**config.mk**
```make
export PLATFORM = sky130hd
export DESIGN_NAME = wb_copy_master
export DESIGN_NICKNAME = d
export VERILOG_FILES = /design/src/rtl/wb_copy_pkg.sv /design/src/rtl/wb_ack_timer.sv /design/src/rtl/wb_copy_master.sv
export SDC_FILE = /design/constraint.sdc
export NUM_CORES = 1
export LEC_CHECK = 0
export CELL_PAD_IN_SITES_DETAIL_PLACEMENT = 0
export CELL_PAD_IN_SITES_GLOBAL_PLACEMENT = 1
export CORE_MARGIN = 2
export CORE_UTILIZATION = 39
export CTS_BUF_LIST = sky130_fd_sc_hd__clkbuf_2 sky130_fd_sc_hd__clkbuf_4 sky130_fd_sc_hd__clkbuf_8
export DETAILED_ROUTE_END_ITERATION = 12
export PLACE_DENSITY = 0.92
export SETUP_SLACK_MARGIN = 0.15
export SYNTH_ARGS = -nofsm -noshare
export SYNTH_HDL_FRONTEND = slang
export SYNTH_SLANG_ARGS = --single-unit
```
**constraint.sdc**
```tcl
create_clock -name clk -period 3.6 [get_ports clk]
set_input_delay 0.72 -clock clk [delete_from_list [all_inputs] [get_ports clk]]
set_output_delay 0.72 -clock clk [all_outputs]
set_load 0.02 [all_outputs]
```
**src/rtl/wb_copy_pkg.sv**
```systemverilog
// Shared types and constants for the Wishbone block-copy initiator.
package wb_copy_pkg;

    localparam int STATE_W         = 3;
    localparam int DEFAULT_TIMEOUT = 255;

    typedef enum logic [STATE_W-1:0] {
        IDLE   = 3'd0,
        RD     = 3'd1,
        RD_GAP = 3'd2,
        WR     = 3'd3,
        WR_GAP = 3'd4,
        DONE   = 3'd5
    } state_t;

    // States in which a bus access is being strobed.
    function automatic logic is_strobe_state(input state_t s);
        return (s == RD) || (s == WR);
    endfunction

    // States in which the bus cycle is held open.
    function automatic logic is_cycle_state(input state_t s);
        return (s == RD) || (s == RD_GAP) || (s == WR) || (s == WR_GAP);
    endfunction

endpackage

```
**src/rtl/wb_ack_timer.sv**
```systemverilog
// Loadable down-counter that flags an access which has waited too long for ack.
module wb_ack_timer #(
    parameter int CNT_W = 8
) (
    input  logic             clk,
    input  logic             rst,
    input  logic             clear,
    input  logic             load,
    input  logic [CNT_W-1:0] load_val,
    input  logic             en,
    output logic             expire
);

    logic [CNT_W-1:0] cnt_r;

    // Countdown register: clear beats load, load beats decrement.
    always_ff @(posedge clk) begin
        if (rst) begin
            cnt_r <= {CNT_W{1'b0}};
        end else if (clear) begin
            cnt_r <= {CNT_W{1'b0}};
        end else if (load) begin
            cnt_r <= load_val;
        end else if (en && (cnt_r != {CNT_W{1'b0}})) begin
            cnt_r <= cnt_r - CNT_W'(1);
        end else begin
            cnt_r <= cnt_r;
        end
    end

    // The last waiting cycle is the one where the count sits at one.
    assign expire = en && (cnt_r == CNT_W'(1));

endmodule

```
**src/rtl/wb_copy_master.sv**
```systemverilog
// Wishbone classic initiator copying len words from src to dst, one read then one write per word.
module wb_copy_master
    import wb_copy_pkg::*;
#(
    parameter int ADDR_WIDTH = 32,
    parameter int DATA_WIDTH = 32,
    parameter int LEN_WIDTH  = 16,
    parameter int TIMEOUT    = DEFAULT_TIMEOUT
) (
    input  logic                  clk,
    input  logic                  rst,
    input  logic                  start,
    input  logic [ADDR_WIDTH-1:0] src_addr,
    input  logic [ADDR_WIDTH-1:0] dst_addr,
    input  logic [LEN_WIDTH-1:0]  len,
    output logic                  busy,
    output logic                  done,
    output logic                  err,
    output logic [LEN_WIDTH-1:0]  xfer_count,
    output logic                  wb_cyc_o,
    output logic                  wb_stb_o,
    output logic                  wb_we_o,
    output logic [ADDR_WIDTH-1:0] wb_adr_o,
    output logic [DATA_WIDTH-1:0] wb_dat_o,
    input  logic [DATA_WIDTH-1:0] wb_dat_i,
    input  logic                  wb_ack_i
);

    localparam int TMR_W = $clog2(TIMEOUT + 1);

    state_t                state_r, next_state_s;
    logic [ADDR_WIDTH-1:0] src_r, dst_r, adr_r, bus_adr_s;
    logic [LEN_WIDTH-1:0]  len_r, idx_r, xfer_count_r;
    logic [DATA_WIDTH-1:0] buf_r, dat_r;
    logic                  cyc_r, stb_r, we_r, busy_r, done_r, err_r;
    logic                  accept_s, tmr_load_s, tmr_clear_s, tmr_en_s, tmr_expire_s;

    assign accept_s = (state_r == IDLE) && start;

    // Next-state decode; ack always takes priority over an expiring timer.
    always_comb begin
        next_state_s = state_r;
        case (state_r)
            IDLE: begin
                if (start) begin
                    if (len != {LEN_WIDTH{1'b0}}) begin
                        next_state_s = RD;
                    end else begin
                        next_state_s = DONE;
                    end
                end else begin
                    next_state_s = IDLE;
                end
            end
            RD: begin
                if (wb_ack_i) begin
                    next_state_s = RD_GAP;
                end else if (tmr_expire_s) begin
                    next_state_s = DONE;
                end else begin
                    next_state_s = RD;
                end
            end
            RD_GAP: next_state_s = WR;
            WR: begin
                if (wb_ack_i) begin
                    next_state_s = WR_GAP;
                end else if (tmr_expire_s) begin
                    next_state_s = DONE;
                end else begin
                    next_state_s = WR;
                end
            end
            WR_GAP: begin
                if (idx_r == len_r) begin
                    next_state_s = DONE;
                end else begin
                    next_state_s = RD;
                end
            end
            DONE:    next_state_s = IDLE;
            default: next_state_s = IDLE;
        endcase
    end

    // Timer control: reload on entry into a strobed state, count only while waiting.
    always_comb begin
        tmr_en_s    = is_strobe_state(state_r) && !wb_ack_i;
        tmr_load_s  = 1'b0;
        tmr_clear_s = (next_state_s == DONE);
        if (is_strobe_state(next_state_s) && (next_state_s != state_r)) begin
            tmr_load_s = 1'b1;
        end else begin
            tmr_load_s = 1'b0;
        end
    end

    // Address for the next bus state; the first read bypasses the not-yet-latched source.
    always_comb begin
        bus_adr_s = {ADDR_WIDTH{1'b0}};
        if (next_state_s == RD) begin
            if (state_r == IDLE) begin
                bus_adr_s = src_addr;
            end else begin
                bus_adr_s = src_r + ADDR_WIDTH'(idx_r);
            end
        end else if (next_state_s == WR) begin
            bus_adr_s = dst_r + ADDR_WIDTH'(idx_r);
        end else begin
            bus_adr_s = {ADDR_WIDTH{1'b0}};
        end
    end

    wb_ack_timer #(
        .CNT_W (TMR_W)
    ) u_ack_timer (
        .clk      (clk),
        .rst      (rst),
        .clear    (tmr_clear_s),
        .load     (tmr_load_s),
        .load_val (TMR_W'(TIMEOUT)),
        .en       (tmr_en_s),
        .expire   (tmr_expire_s)
    );

    // State register.
    always_ff @(posedge clk) begin
        if (rst) begin
            state_r <= IDLE;
        end else begin
            state_r <= next_state_s;
        end
    end

    // Latched request, word index, read buffer and status flags.
    always_ff @(posedge clk) begin
        if (rst) begin
            src_r        <= {ADDR_WIDTH{1'b0}};
            dst_r        <= {ADDR_WIDTH{1'b0}};
            len_r        <= {LEN_WIDTH{1'b0}};
            idx_r        <= {LEN_WIDTH{1'b0}};
            xfer_count_r <= {LEN_WIDTH{1'b0}};
            buf_r        <= {DATA_WIDTH{1'b0}};
            err_r        <= 1'b0;
        end else if (accept_s) begin
            src_r        <= src_addr;
            dst_r        <= dst_addr;
            len_r        <= len;
            idx_r        <= {LEN_WIDTH{1'b0}};
            xfer_count_r <= {LEN_WIDTH{1'b0}};
            err_r        <= 1'b0;
        end else if ((state_r == RD) && wb_ack_i) begin
            buf_r <= wb_dat_i;
        end else if ((state_r == WR) && wb_ack_i) begin
            idx_r        <= idx_r + LEN_WIDTH'(1);
            xfer_count_r <= idx_r + LEN_WIDTH'(1);
        end else if (tmr_expire_s) begin
            err_r <= 1'b1;
        end
    end

    // Bus and handshake outputs registered from the next state.
    always_ff @(posedge clk) begin
        if (rst) begin
            cyc_r  <= 1'b0;
            stb_r  <= 1'b0;
            we_r   <= 1'b0;
            adr_r  <= {ADDR_WIDTH{1'b0}};
            dat_r  <= {DATA_WIDTH{1'b0}};
            busy_r <= 1'b0;
            done_r <= 1'b0;
        end else begin
            cyc_r  <= is_cycle_state(next_state_s);
            stb_r  <= is_strobe_state(next_state_s);
            we_r   <= (next_state_s == WR);
            adr_r  <= bus_adr_s;
            dat_r  <= (next_state_s == WR) ? buf_r : {DATA_WIDTH{1'b0}};
            busy_r <= (next_state_s != IDLE);
            done_r <= (next_state_s == DONE);
        end
    end

    assign busy       = busy_r;
    assign done       = done_r;
    assign err        = err_r;
    assign xfer_count = xfer_count_r;
    assign wb_cyc_o   = cyc_r;
    assign wb_stb_o   = stb_r;
    assign wb_we_o    = we_r;
    assign wb_adr_o   = adr_r;
    assign wb_dat_o   = dat_r;

endmodule

```
==> results of run 1 <==
-- registers in the layout, summed over array words and instances (netlist names), 3 cells and up --
signal / cells
buf_r: 32
dst_r: 32
len_r: 16
src_r: 32
state_r: 3
u_ack_timer.cnt_r: 8
wb_adr_o: 32
wb_dat_o: 32
xfer_count: 16
-- per-layer routing --
metal	vias up	track usage, %	wire [um]
met4	4	7.120	728
li1	4500	-	-
met3	68	6.188	2355
met2	287	34.10	12860
met5	-	0	30
met1	4138	27.42	12570
-- logic make-up after synthesis --
logic type,share of synthesized area [%]
simple gates,23.41
compound gates,17.63
flops,42.68
xor+xnor,7.326
buf+inv,3.446
fa+ha+maj,5.003
mux,0.5106
-- area by class of cell --
cell class                      count  area, um2
Fill cell                        2399      12110
Multi-Input combinational cell    908       5290
Sequential cell                   209       4184
Timing Repair Buffer              218       2150
Clock buffer                       57      728.2
Tap cell                          330      412.9
Inverter                           15      56.30
Clock inverter                      5      28.78
Antenna cell                        3      7.507
-- placed cells by master, fill, tap and decap left out, types with 5 or more instances in the layout --
master           instances
and2_1                  36
a21oi_1                164
dfxtp_1                209
a31oi_1                  5
nor2_1                  66
buf_4                   17
clkbuf_8                48
inv_1                   14
xor2_1                  39
nor4_1                   9
nand2_1                276
nand3_1                 26
o22ai_1                  9
a22oi_1                  5
nor3_1                  13
nand4_1                 15
o32ai_1                  5
xnor2_1                 43
mux2i_1                  5
o21ai_1                 13
a21o_1                  13
clkdlybuf4s50_1        200
and3_1                  15
o21ai_0                 20
ha_1                    36
clkbuf_4                 9
and4_1                   5
nor2b_1                  5
nand2b_1                 8
or3_1                    6
-- synth_stat cells (3+ instances only) --
master / instances
nand2_1: 277
dfxtp_1: 209
a21oi_1: 164
nor2_1: 66
clkbuf_1: 54
xnor2_1: 43
xor2_1: 39
and2_1: 37
ha_1: 36
nand3_1: 26
o21ai_0: 20
and3_1: 15
nand4_1: 15
inv_1: 14
nor3_1: 14
a21o_1: 13
o21ai_1: 13
nor4_1: 9
o22ai_1: 9
nand2b_1: 8
buf_2: 6
or3_1: 6
a22oi_1: 5
a31oi_1: 5
and4_1: 5
mux2i_1: 5
nor2b_1: 5
o32ai_1: 5
o211ai_2: 4
o21bai_1: 4
a211o_1: 3
buf_6: 3
nor3_2: 3
o211ai_1: 3
o221ai_1: 3
o221ai_2: 3
o31a_1: 3
o31ai_1: 3
or2_1: 3
-- worst register-to-register path, stage by stage, from the launching register on --
cell,delay (ns)
dfxtp_1,0.50
ha_1,0.25
inv_1,0.06
fa_1,0.40
nor2b_1,0.19
o31ai_2,0.11
a211o_1,0.32
o211ai_1,0.33
nor2b_1,0.33
nand3_1,0.14
xor2_1,0.18
o221ai_1,0.14
-- metrics by stage --
stage | total power (W) | cells | cell area, um2
2_1_floorplan | 0.003047 | 1197 | 9803
3_3_place_gp | 0.003385 | 1680 | 12090
3_5_place_dp | 0.003398 | 1680 | 12090
4_1_cts | 0.005648 | 1742 | 12850
5_1_grt | 0.005846 | 1742 | 12850
6_report | 0.005598 | 1745 | 12860
-- power groups by stage --
stage / combinational (W) / sequential, W / clock, W
floorplan: 0.000442 / 0.00260 / 0
global placement: 0.000788 / 0.00260 / 0
detailed placement: 0.000799 / 0.00260 / 0
CTS: 0.000803 / 0.00255 / 0.00230
global route: 0.000881 / 0.00257 / 0.00240
finish: 0.000801 / 0.00255 / 0.00225
-- worst max-delay path by stage --
stage                                    to  slack [ns]  cells after the start
floorplan           wb_adr_o[28]$_SDFF_PP0_        0.88                     11
global placement    wb_adr_o[29]$_SDFF_PP0_        0.38                      9
detailed placement  wb_adr_o[29]$_SDFF_PP0_        0.37                      9
CTS                 wb_adr_o[28]$_SDFF_PP0_        0.53                     11
global route        wb_adr_o[28]$_SDFF_PP0_        0.20                     11
finish              wb_adr_o[28]$_SDFF_PP0_        0.54                     11
==> flow_metrics.env, run 1 <==
export IMPL_postSynthNetCount=1351
export IMPL_reg2reg_depth=11
export IMPL_cp_required_ns=4.00
export IMPL_synth_seq_cells=209
export IMPL_p_clk_share_pct=40.1
export IMPL_numCtsBuffers=36
export IMPL_yosys_warnings=0
export IMPL_cp_end_kind="register"
export IMPL_clock_fmax_ghz=0.3264
export IMPL_async_flop_share_pct=0
export IMPL_drtIter0Drc=613
export IMPL_place_ws_ns=0.3748
export IMPL_worstPathArrival_ns=3.47
export IMPL_critPathMostFrequentCell="nor2b_1"
export IMPL_ys_types=67
export IMPL_num_vias=8997
export IMPL_post_cts_buffers=0
export IMPL_worstPathCellList="ha_1, inv_1, fa_1, nor2b_1, o31ai_2, a211o_1, o211ai_1, nor2b_1, nand3_1, xor2_1, o221ai_1"
export IMPL_grt_pass1_wl_um=44870
export IMPL_synth_top_area_share_pct=42.68
export IMPL_std_cell_rows=58
export IMPL_overflow=0
export IMPL_critPathTopFamily="compound AO/OA/AOI/OAI gates"
export IMPL_antenna_found_initial=5
export IMPL_first_global_vias=8705
export IMPL_power_switching_w=0.001509
export IMPL_gp_congestion=0.8872
export IMPL_layout_drive_gt1_share_pct=7.436
export IMPL_power_leakage_nw=4.902
export IMPL_rsz0062_at_grt="false"
export IMPL_start_util_pct=39.27
export IMPL_finalSetupViolCount=0
export IMPL_status="finished, final reports clean"
export IMPL_cts_tree="yes"
export IMPL_grt_max_degree=82
export IMPL_min_path_cells=1
export IMPL_synth_area_leaders="dfxtp_1 (43%), nand2_1 (11%), a21oi_1 (8.4%), ha_1 (4.6%), xnor2_1 (3.8%)"
export IMPL_die_h_um=162.5
export IMPL_p_per_area_nw_per_um2=435.4
export IMPL_wire_per_inst_um=16.36
export IMPL_nets=1542
export IMPL_io_pins=202
export IMPL_min_from="buf_r[3]$_SDFFE_PP0P_"
export IMPL_via_per_inst=5.156
export IMPL_core_area_um2=24960
export IMPL_cp_max_fo=7
export IMPL_slew_headroom_pct=40.83
export IMPL_clkSinkCount=209
export IMPL_ctsHoldBuffers=0
export IMPL_tns_ns=0
export IMPL_cts_buffer_depth=3
export IMPL_hold_viol=0
export IMPL_combPwrFrac_pct=14.3
export IMPL_critical_path_reg2reg_startpoint="xfer_count[0]$_SDFFE_PP0P_"
export IMPL_drc_errors=0
export IMPL_internal_power_w=0.004089
export IMPL_setup_ws_ns=0.5366
export IMPL_ant_nets=0
export IMPL_startpoint="xfer_count[0]$_SDFFE_PP0P_"
export IMPL_rr_endpoint="wb_adr_o[28]$_SDFF_PP0_"
export IMPL_worst_setup_path_type="register to register"
export IMPL_synthesis_instances=1197
export IMPL_final_core_util_pct=51.50
export IMPL_die_area_um2=26420
export IMPL_critical_path_max_stage_delay_ns=0.50
export IMPL_synthToLayoutAreaGrowth_pct=31.15
export IMPL_maxSlewViolCount=0
export IMPL_cts_resized=0
export IMPL_period_needed_ns=3.063
export IMPL_synth_edf_count=0
export IMPL_tightestPinTransition_ns=0.8875
export IMPL_cp_slowest_cell="dfxtp_1"
export IMPL_seqPwrFrac_pct=45.6
export IMPL_finalWirelength_um=28550
export IMPL_post_route_period_util_pct=85.10
export IMPL_clk_latency_ns=0.53
export IMPL_io_buffers=201
export IMPL_hold_end="wb_dat_o[3]$_SDFF_PP0_"
export IMPL_vdd_drop_max_mv=0.3883
export IMPL_whs_ns=0.4381
export IMPL_path_clk_slew_ns=0.06
export IMPL_synth_area_per_cell_um2=8.190
export IMPL_cts_root_buf="clkbuf_8"
export IMPL_yosysTopAreaCell="dfxtp_1"
export IMPL_synth_ff_type="dfxtp_1"
export IMPL_syn_area_um2=9803
export IMPL_p_sw_share_pct=26.95
export IMPL_dpl_hpwl_um=20560
export IMPL_regToRegSetupSlack_ns=0.54
export IMPL_drt_pass1_iter_count=5
export IMPL_start_kind="register"
export IMPL_cts_max_level=2
export IMPL_die_w_um=162.5
export IMPL_grt_usage_pct=21.23
export IMPL_finClkSkew_ns=0.02542
export IMPL_drv_cap=0
export IMPL_worstHoldPathType="register to register"
export IMPL_synth_seq_area_share_pct=42.68
export IMPL_worst_path_buf_inv=1
Note: power is estimated with default switching activity, not from simulation.
==> run 2: changes to the inputs <==
--- a/config.mk
+++ b/config.mk
@@ -8,10 +8,11 @@
 export CELL_PAD_IN_SITES_DETAIL_PLACEMENT = 0
 export CELL_PAD_IN_SITES_GLOBAL_PLACEMENT = 1
 export CORE_MARGIN = 2
-export CORE_UTILIZATION = 39
+export CORE_UTILIZATION = 49
 export CTS_BUF_LIST = sky130_fd_sc_hd__clkbuf_2 sky130_fd_sc_hd__clkbuf_4 sky130_fd_sc_hd__clkbuf_8
 export DETAILED_ROUTE_END_ITERATION = 12
-export PLACE_DENSITY = 0.92
+export DONT_BUFFER_PORTS = 1
+export PLACE_DENSITY = 0.93
 export SETUP_SLACK_MARGIN = 0.15
 export SYNTH_ARGS = -nofsm -noshare
 export SYNTH_HDL_FRONTEND = slang
==> run 2 against run 1 <==
  * Worst hold slack worse by 0.18 ns
  * Sequential power grew 2%
  * Via count fell by 7.0%
  * Wire length decreased by 8.7%
  * Critical path type unchanged
  * Largest cell class unchanged
==> flow_metrics.env, run 2 (same netlist as run 1, synthesis figures left out) <==
export IMPL_status="finished, final reports clean"
export IMPL_cts_resized=0
export IMPL_rsz0062_at_grt="false"
export IMPL_p_per_area_nw_per_um2=487.3
export IMPL_startpoint="xfer_count[11]$_SDFFE_PP0P_"
export IMPL_start_kind="register"
export IMPL_reg2reg_depth=9
export IMPL_ctsHoldBuffers=0
export IMPL_finalWirelength_um=26080
export IMPL_drv_cap=0
export IMPL_vdd_drop_max_mv=0.3676
export IMPL_cts_root_buf="clkbuf_8"
export IMPL_grt_pass1_wl_um=41140
export IMPL_die_w_um=145.4
export IMPL_critical_path_reg2reg_startpoint="xfer_count[11]$_SDFFE_PP0P_"
export IMPL_min_path_cells=1
export IMPL_maxSlewViolCount=0
export IMPL_cts_tree="yes"
export IMPL_core_area_um2=19530
export IMPL_cp_slowest_cell="dfxtp_1"
export IMPL_final_common_cell="nand2_1"
export IMPL_post_route_period_util_pct=81.49
export IMPL_numCtsBuffers=35
export IMPL_layout_drive_gt1_share_pct=8.889
export IMPL_regToRegSetupSlack_ns=0.67
export IMPL_via_per_inst=5.643
export IMPL_io_pins=202
export IMPL_drc_errors=0
export IMPL_crit_end="wb_adr_o[20]$_SDFF_PP0_"
export IMPL_num_vias=8369
export IMPL_worstHoldPathType="input port to register"
export IMPL_power_leakage_nw=4.158
export IMPL_clock_fmax_ghz=0.3409
export IMPL_ant_nets=0
export IMPL_die_h_um=145.4
export IMPL_overflow=0
export IMPL_drtIter0Drc=600
export IMPL_cp_required_ns=4.01
export IMPL_worstPathCellList="ha_1, a21oi_1, nor2_1, nor2_1, o21ai_1, o41ai_2, nor4b_1, a311oi_1, o221ai_2"
export IMPL_start_util_pct=50.21
export IMPL_antenna_found_initial=3
export IMPL_place_ws_ns=0.7212
export IMPL_path_clk_slew_ns=0.06
export IMPL_rr_endpoint="wb_adr_o[20]$_SDFF_PP0_"
export IMPL_power_total_w=0.005243
export IMPL_cp_end_kind="register"
export IMPL_grt_max_degree=121
export IMPL_critPathMostFrequentCell="nor2_1"
export IMPL_tns_ns=0
export IMPL_critical_path_max_stage_delay_ns=0.71
export IMPL_grt_usage_pct=23.92
export IMPL_io_buffers=0
export IMPL_cp_max_fo=8
export IMPL_slew_headroom_pct=33.87
export IMPL_std_cell_rows=51
export IMPL_clk_latency_ns=0.54
export IMPL_drt_pass1_iter_count=6
export IMPL_cts_buffer_depth=3
export IMPL_num_fill_cells=1828
export IMPL_cts_max_level=2
export IMPL_worst_setup_path_type="register to register"
export IMPL_worstPathArrival_ns=3.34
export IMPL_tightestPinTransition_ns=0.9919
export IMPL_post_cts_buffers=0
export IMPL_layout_common_cells="nand2_1 (276), dfxtp_1 (209), a21oi_1 (164), nor2_1 (66), xnor2_1 (43)"
export IMPL_worst_path_buf_inv=0
export IMPL_dpl_hpwl_um=18470
export IMPL_period_needed_ns=2.934
export IMPL_first_global_vias=7809
export IMPL_worst_path_stages=9
export IMPL_finClkSkew_ns=0.02694
export IMPL_hold_viol=0
export IMPL_finalSetupViolCount=0
export IMPL_nets=1345
export IMPL_whs_ns=0.2575
export IMPL_gp_congestion=0.9214
export IMPL_critPathTopFamily="compound AO/OA/AOI/OAI gates"
export IMPL_synthToLayoutAreaGrowth_pct=9.751
export IMPL_clkSinkCount=209
export IMPL_die_area_um2=21150
export IMPL_setup_ws_ns=0.6663
export IMPL_wire_per_inst_um=17.58
[run 2: changes by cell type in the layout (fill, tap and decap cells not counted)]
| cell | previous run | this run |
|---|---|---|
| clkdlybuf4s50_1 | 200 | 0 |
| clkbuf_8 | 48 | 41 |
| buf_4 | 17 | 21 |
| clkbuf_4 | 9 | 12 |
| clkinv_2 | 4 | 5 |
| clkinv_8 | 0 | 1 |
| clkinvlp_4 | 0 | 1 |
[run 2: layer usage]
metal | share of wire (%) | wire length (um) | GRT usage, % | vias to the layer above
met3 | 9.9 | 2588 | 6.991 | 56
met4 | 2.6 | 684 | 7.892 | 0
met1 | 42 | 11000 | 31.36 | 3888
li1 | - | - | - | 4119
met5 | 0 | 0 | 0 | -
met2 | 45 | 11800 | 38.01 | 306
[run 2: worst min path at each step]
stage | end | slack [ns] | start
5_1_grt | dst_r[0]$_SDFFE_PP0P_ | 0.23 | rst
4_1_cts | len_r[4]$_SDFFE_PP0P_ | 0.23 | rst
6_report | dst_r[4]$_SDFFE_PP0P_ | 0.26 | rst
3_5_place_dp | buf_r[13]$_SDFFE_PP0P_ | 0.44 | buf_r[13]$_SDFFE_PP0P_
3_3_place_gp | buf_r[28]$_SDFFE_PP0P_ | 0.43 | buf_r[28]$_SDFFE_PP0P_
2_1_floorplan | wb_dat_o[0]$_SDFF_PP0_ | 0.43 | buf_r[0]$_SDFFE_PP0P_
[run 2: metrics by stage]
| stage | cells | cell area (um2) | utilization [%] |
|---|---|---|---|
| after floorplan | 1197 | 9803 | - |
| after global placement | 1419 | 10040 | 51.42 |
| after CTS | 1480 | 10750 | 55.06 |
| after global routing | 1480 | 10750 | 55.06 |
| final | 1483 | 10760 | 55.10 |
| after detailed placement | 1419 | 10040 | 51.42 |
[run 2: area by class of cell]
| class | instances | area (um2) | share of cell area [%] |
|---|---|---|---|
| antenna | 3 | 7.507 | 0.06978 |
| clock buffer | 53 | 654.4 | 6.082 |
| clock inverter | 8 | 57.56 | 0.5349 |
| inverter | 15 | 56.30 | 0.5233 |
| multi-input combinational | 908 | 5290 | 49.17 |
| sequential | 209 | 4184 | 38.89 |
| tap | 265 | 331.6 | 3.082 |
| timing repair buffer | 22 | 177.7 | 1.651 |
[run 2: worst reg2reg max path, cell delays in order (launching register included)]
cell	delay, ns
dfxtp_1	0.71
ha_1	0.40
a21oi_1	0.24
nor2_1	0.11
nor2_1	0.14
o21ai_1	0.15
o41ai_2	0.39
nor4b_1	0.11
a311oi_1	0.42
o221ai_2	0.15
[run 2: report_power, final]
part	leakage [nW]	switching, W	internal (W)
registers	1.70	0.000147	0.00245
clock network	0.381	0.000951	0.00117
logic	2.07	0.000330	0.000200
total	4.16	0.00143	0.00382
==> run 3: changes to the inputs <==
==> constraint.sdc (replaced) <==
create_clock -name clk -period 3.1 [get_ports clk]
set_input_delay 0.62 -clock clk [delete_from_list [all_inputs] [get_ports clk]]
set_output_delay 0.62 -clock clk [all_outputs]
set_load 0.02 [all_outputs]
==> run 3 against run 2 <==
  * Sequential power up 16%
  * Flip-flop and latch count unchanged
  * Critical path type unchanged
  * Maximum frequency grew 7.3%
  * Critical path depth increased by 1
  * Clock power grew 33%
  * Wire length rose by 2.0%
  * Design area increased by 1.6%
  * Critical endpoint is now wb_adr_o[30]$_SDFF_PP0_
  * Clock-buffer cell count increased by 1
  * First-iteration DRC count down 22%
  * Global-route usage rose by 0.36 points
==> flow_metrics.env, run 3 (same netlist as run 1, synthesis figures left out) <==
export IMPL_status="finished, final reports clean"
export IMPL_core_area_um2=19530
export IMPL_layout_common_cells="nand2_1 (276), dfxtp_1 (209), a21oi_1 (164), nor2_1 (66), clkbuf_8 (46)"
export IMPL_layoutNonFillerInstCount=1490
export IMPL_start_util_pct=50.21
export IMPL_antenna_found_initial=0
export IMPL_cp_slowest_cell="fa_1"
export IMPL_io_buffers=0
export IMPL_combPwrFrac_pct=9.6
export IMPL_place_inst=1427
export IMPL_tightestPinTransition_ns=1.114
export IMPL_critical_path_max_stage_delay_ns=0.41
export IMPL_nets=1355
export IMPL_layout_drive_gt1_share_pct=9.714
export IMPL_cp_required_ns=3.49
export IMPL_cts_root_buf="clkbuf_8"
export IMPL_first_global_vias=7889
export IMPL_placed_area_um2=10090
export IMPL_power_switching_w=0.001695
export IMPL_dpl_hpwl_um=18780
export IMPL_seqPwrFrac_pct=46.7
export IMPL_p_clk_share_pct=43.7
export IMPL_worstPathCellList="ha_1, fa_1, a21oi_1, o22ai_1, o31ai_2, o211ai_1, and3_1, nand4_1, xor2_1, o221ai_1"
export IMPL_cts_tree="yes"
export IMPL_finalSetupViolCount=0
export IMPL_post_route_period_util_pct=88.22
export IMPL_hold_viol=0
export IMPL_via_per_inst=5.613
export IMPL_drt_pass1_iter_count=5
export IMPL_clk_latency_ns=0.53
export IMPL_worst_setup_path_type="register to register"
export IMPL_cp_max_fo=7
export IMPL_start_kind="register"
export IMPL_cts_buffer_depth=3
export IMPL_overflow=0
export IMPL_met1_length_um=11660
export IMPL_std_cell_rows=51
export IMPL_ant_nets=0
export IMPL_die_h_um=145.4
export IMPL_met2WireLength_um=11790
export IMPL_cp_end_kind="register"
export IMPL_power_leakage_nw=4.257
export IMPL_p_sw_share_pct=26.26
export IMPL_grt_max_degree=121
export IMPL_die_w_um=145.4
export IMPL_synthToLayoutAreaGrowth_pct=11.53
export IMPL_grt_pass1_wl_um=41810
export IMPL_rsz0062_at_grt="true"
export IMPL_drtIter0Drc=471
export IMPL_io_pins=202
export IMPL_cts_max_level=2
export IMPL_internal_power_w=0.004758
export IMPL_clock_fmax_ghz=0.3657
export IMPL_p_per_area_nw_per_um2=590.2
export IMPL_num_vias=8364
export IMPL_slew_headroom_pct=25.73
export IMPL_top_layer="met4"
export IMPL_tns_ns=0
export IMPL_power_total_w=0.006453
export IMPL_period_needed_ns=2.735
export IMPL_diodes=0
export IMPL_finalWirelength_um=26590
export IMPL_worstPathArrival_ns=3.13
export IMPL_vdd_drop_max_mv=0.3899
export IMPL_path_clk_slew_ns=0.06
export IMPL_numCtsBuffers=36
export IMPL_clkSinkCount=209
export IMPL_die_area_um2=21150
export IMPL_ctsHoldBuffers=0
export IMPL_maxSlewViolCount=0
export IMPL_drv_cap=0
export IMPL_wire_per_inst_um=17.84
export IMPL_wl_met3_um=2465
export IMPL_grt_usage_pct=24.28
export IMPL_final_common_cell="nand2_1"
export IMPL_final_cell_area_um2=10930
export IMPL_num_fill_cells=1890
export IMPL_gp_congestion=0.9039
export IMPL_worstHoldPathType="input port to register"
export IMPL_finClkSkew_ns=0.02337
export IMPL_drc_errors=0
run 3: area by class of cell:
| type | instances | area, um2 | area share, % |
|---|---|---|---|
| Inverter | 15 | 56.30 | 0.5150 |
| Clock inverter | 8 | 130.1 | 1.190 |
| Clock buffer | 54 | 693.2 | 6.340 |
| Tap cell | 265 | 331.6 | 3.033 |
| Multi-Input combinational cell | 908 | 5305 | 48.52 |
| Timing Repair Buffer | 31 | 232.7 | 2.129 |
| Sequential cell | 209 | 4184 | 38.27 |
run 3: metal layers:
layer,up-vias,global-route usage [%]
met3,49,6.865
met1,3883,32.45
met2,307,37.94
li1,4125,-
met4,0,8.186
met5,-,0
run 3: worst max-delay path: cells and delay by family, from the launching register on:
family                     cells  cell delay (ns)
DFF                            1             0.33
AOI/OAI and AO/OA              5             0.99
xor gates and xnor gates       1             0.18
and+or+nand+nor                2             0.46
adders and majority gates      2             0.64
run 3: worst paths after layout:
kind,slack (ns),start,end,cells after the start
setup / recovery,0.37,xfer_count[0]$_SDFFE_PP0P_,wb_adr_o[30]$_SDFF_PP0_,10
setup reg to reg,0.37,xfer_count[0]$_SDFFE_PP0P_,wb_adr_o[30]$_SDFF_PP0_,10
hold / removal,0.16,rst,len_r[5]$_SDFFE_PP0P_,1
hold reg to reg,0.45,buf_r[26]$_SDFFE_PP0P_,buf_r[26]$_SDFFE_PP0P_,2
run 3: what timing repair did:
action                                  in CTS  in global routing
endpoints found under the setup margin       0                  5
buffers inserted                             0                  1
gates resized for setup                      0                  2
run 3: power by group through the flow:
stage	Clock, W	Combinational (W)	Sequential [W]
finish	0.00282	0.000621	0.00301
global route	0.00299	0.000696	0.00303
CTS	0.00287	0.000618	0.00301
detailed placement	0	0.000616	0.00307
global placement	0	0.000603	0.00306
floorplan	0	0.000513	0.00302
run 3: through the flow:
step,util (%),setup WS [ns],hold slack (ns)
after floorplan,-,0.3814,0.4296
after global placement,51.66,0.3431,0.4316
after detailed placement,51.66,0.2780,0.4375
after CTS,55.88,0.2544,0.1301
after global routing,55.99,0.1244,0.1411
final,55.99,0.3652,0.1628
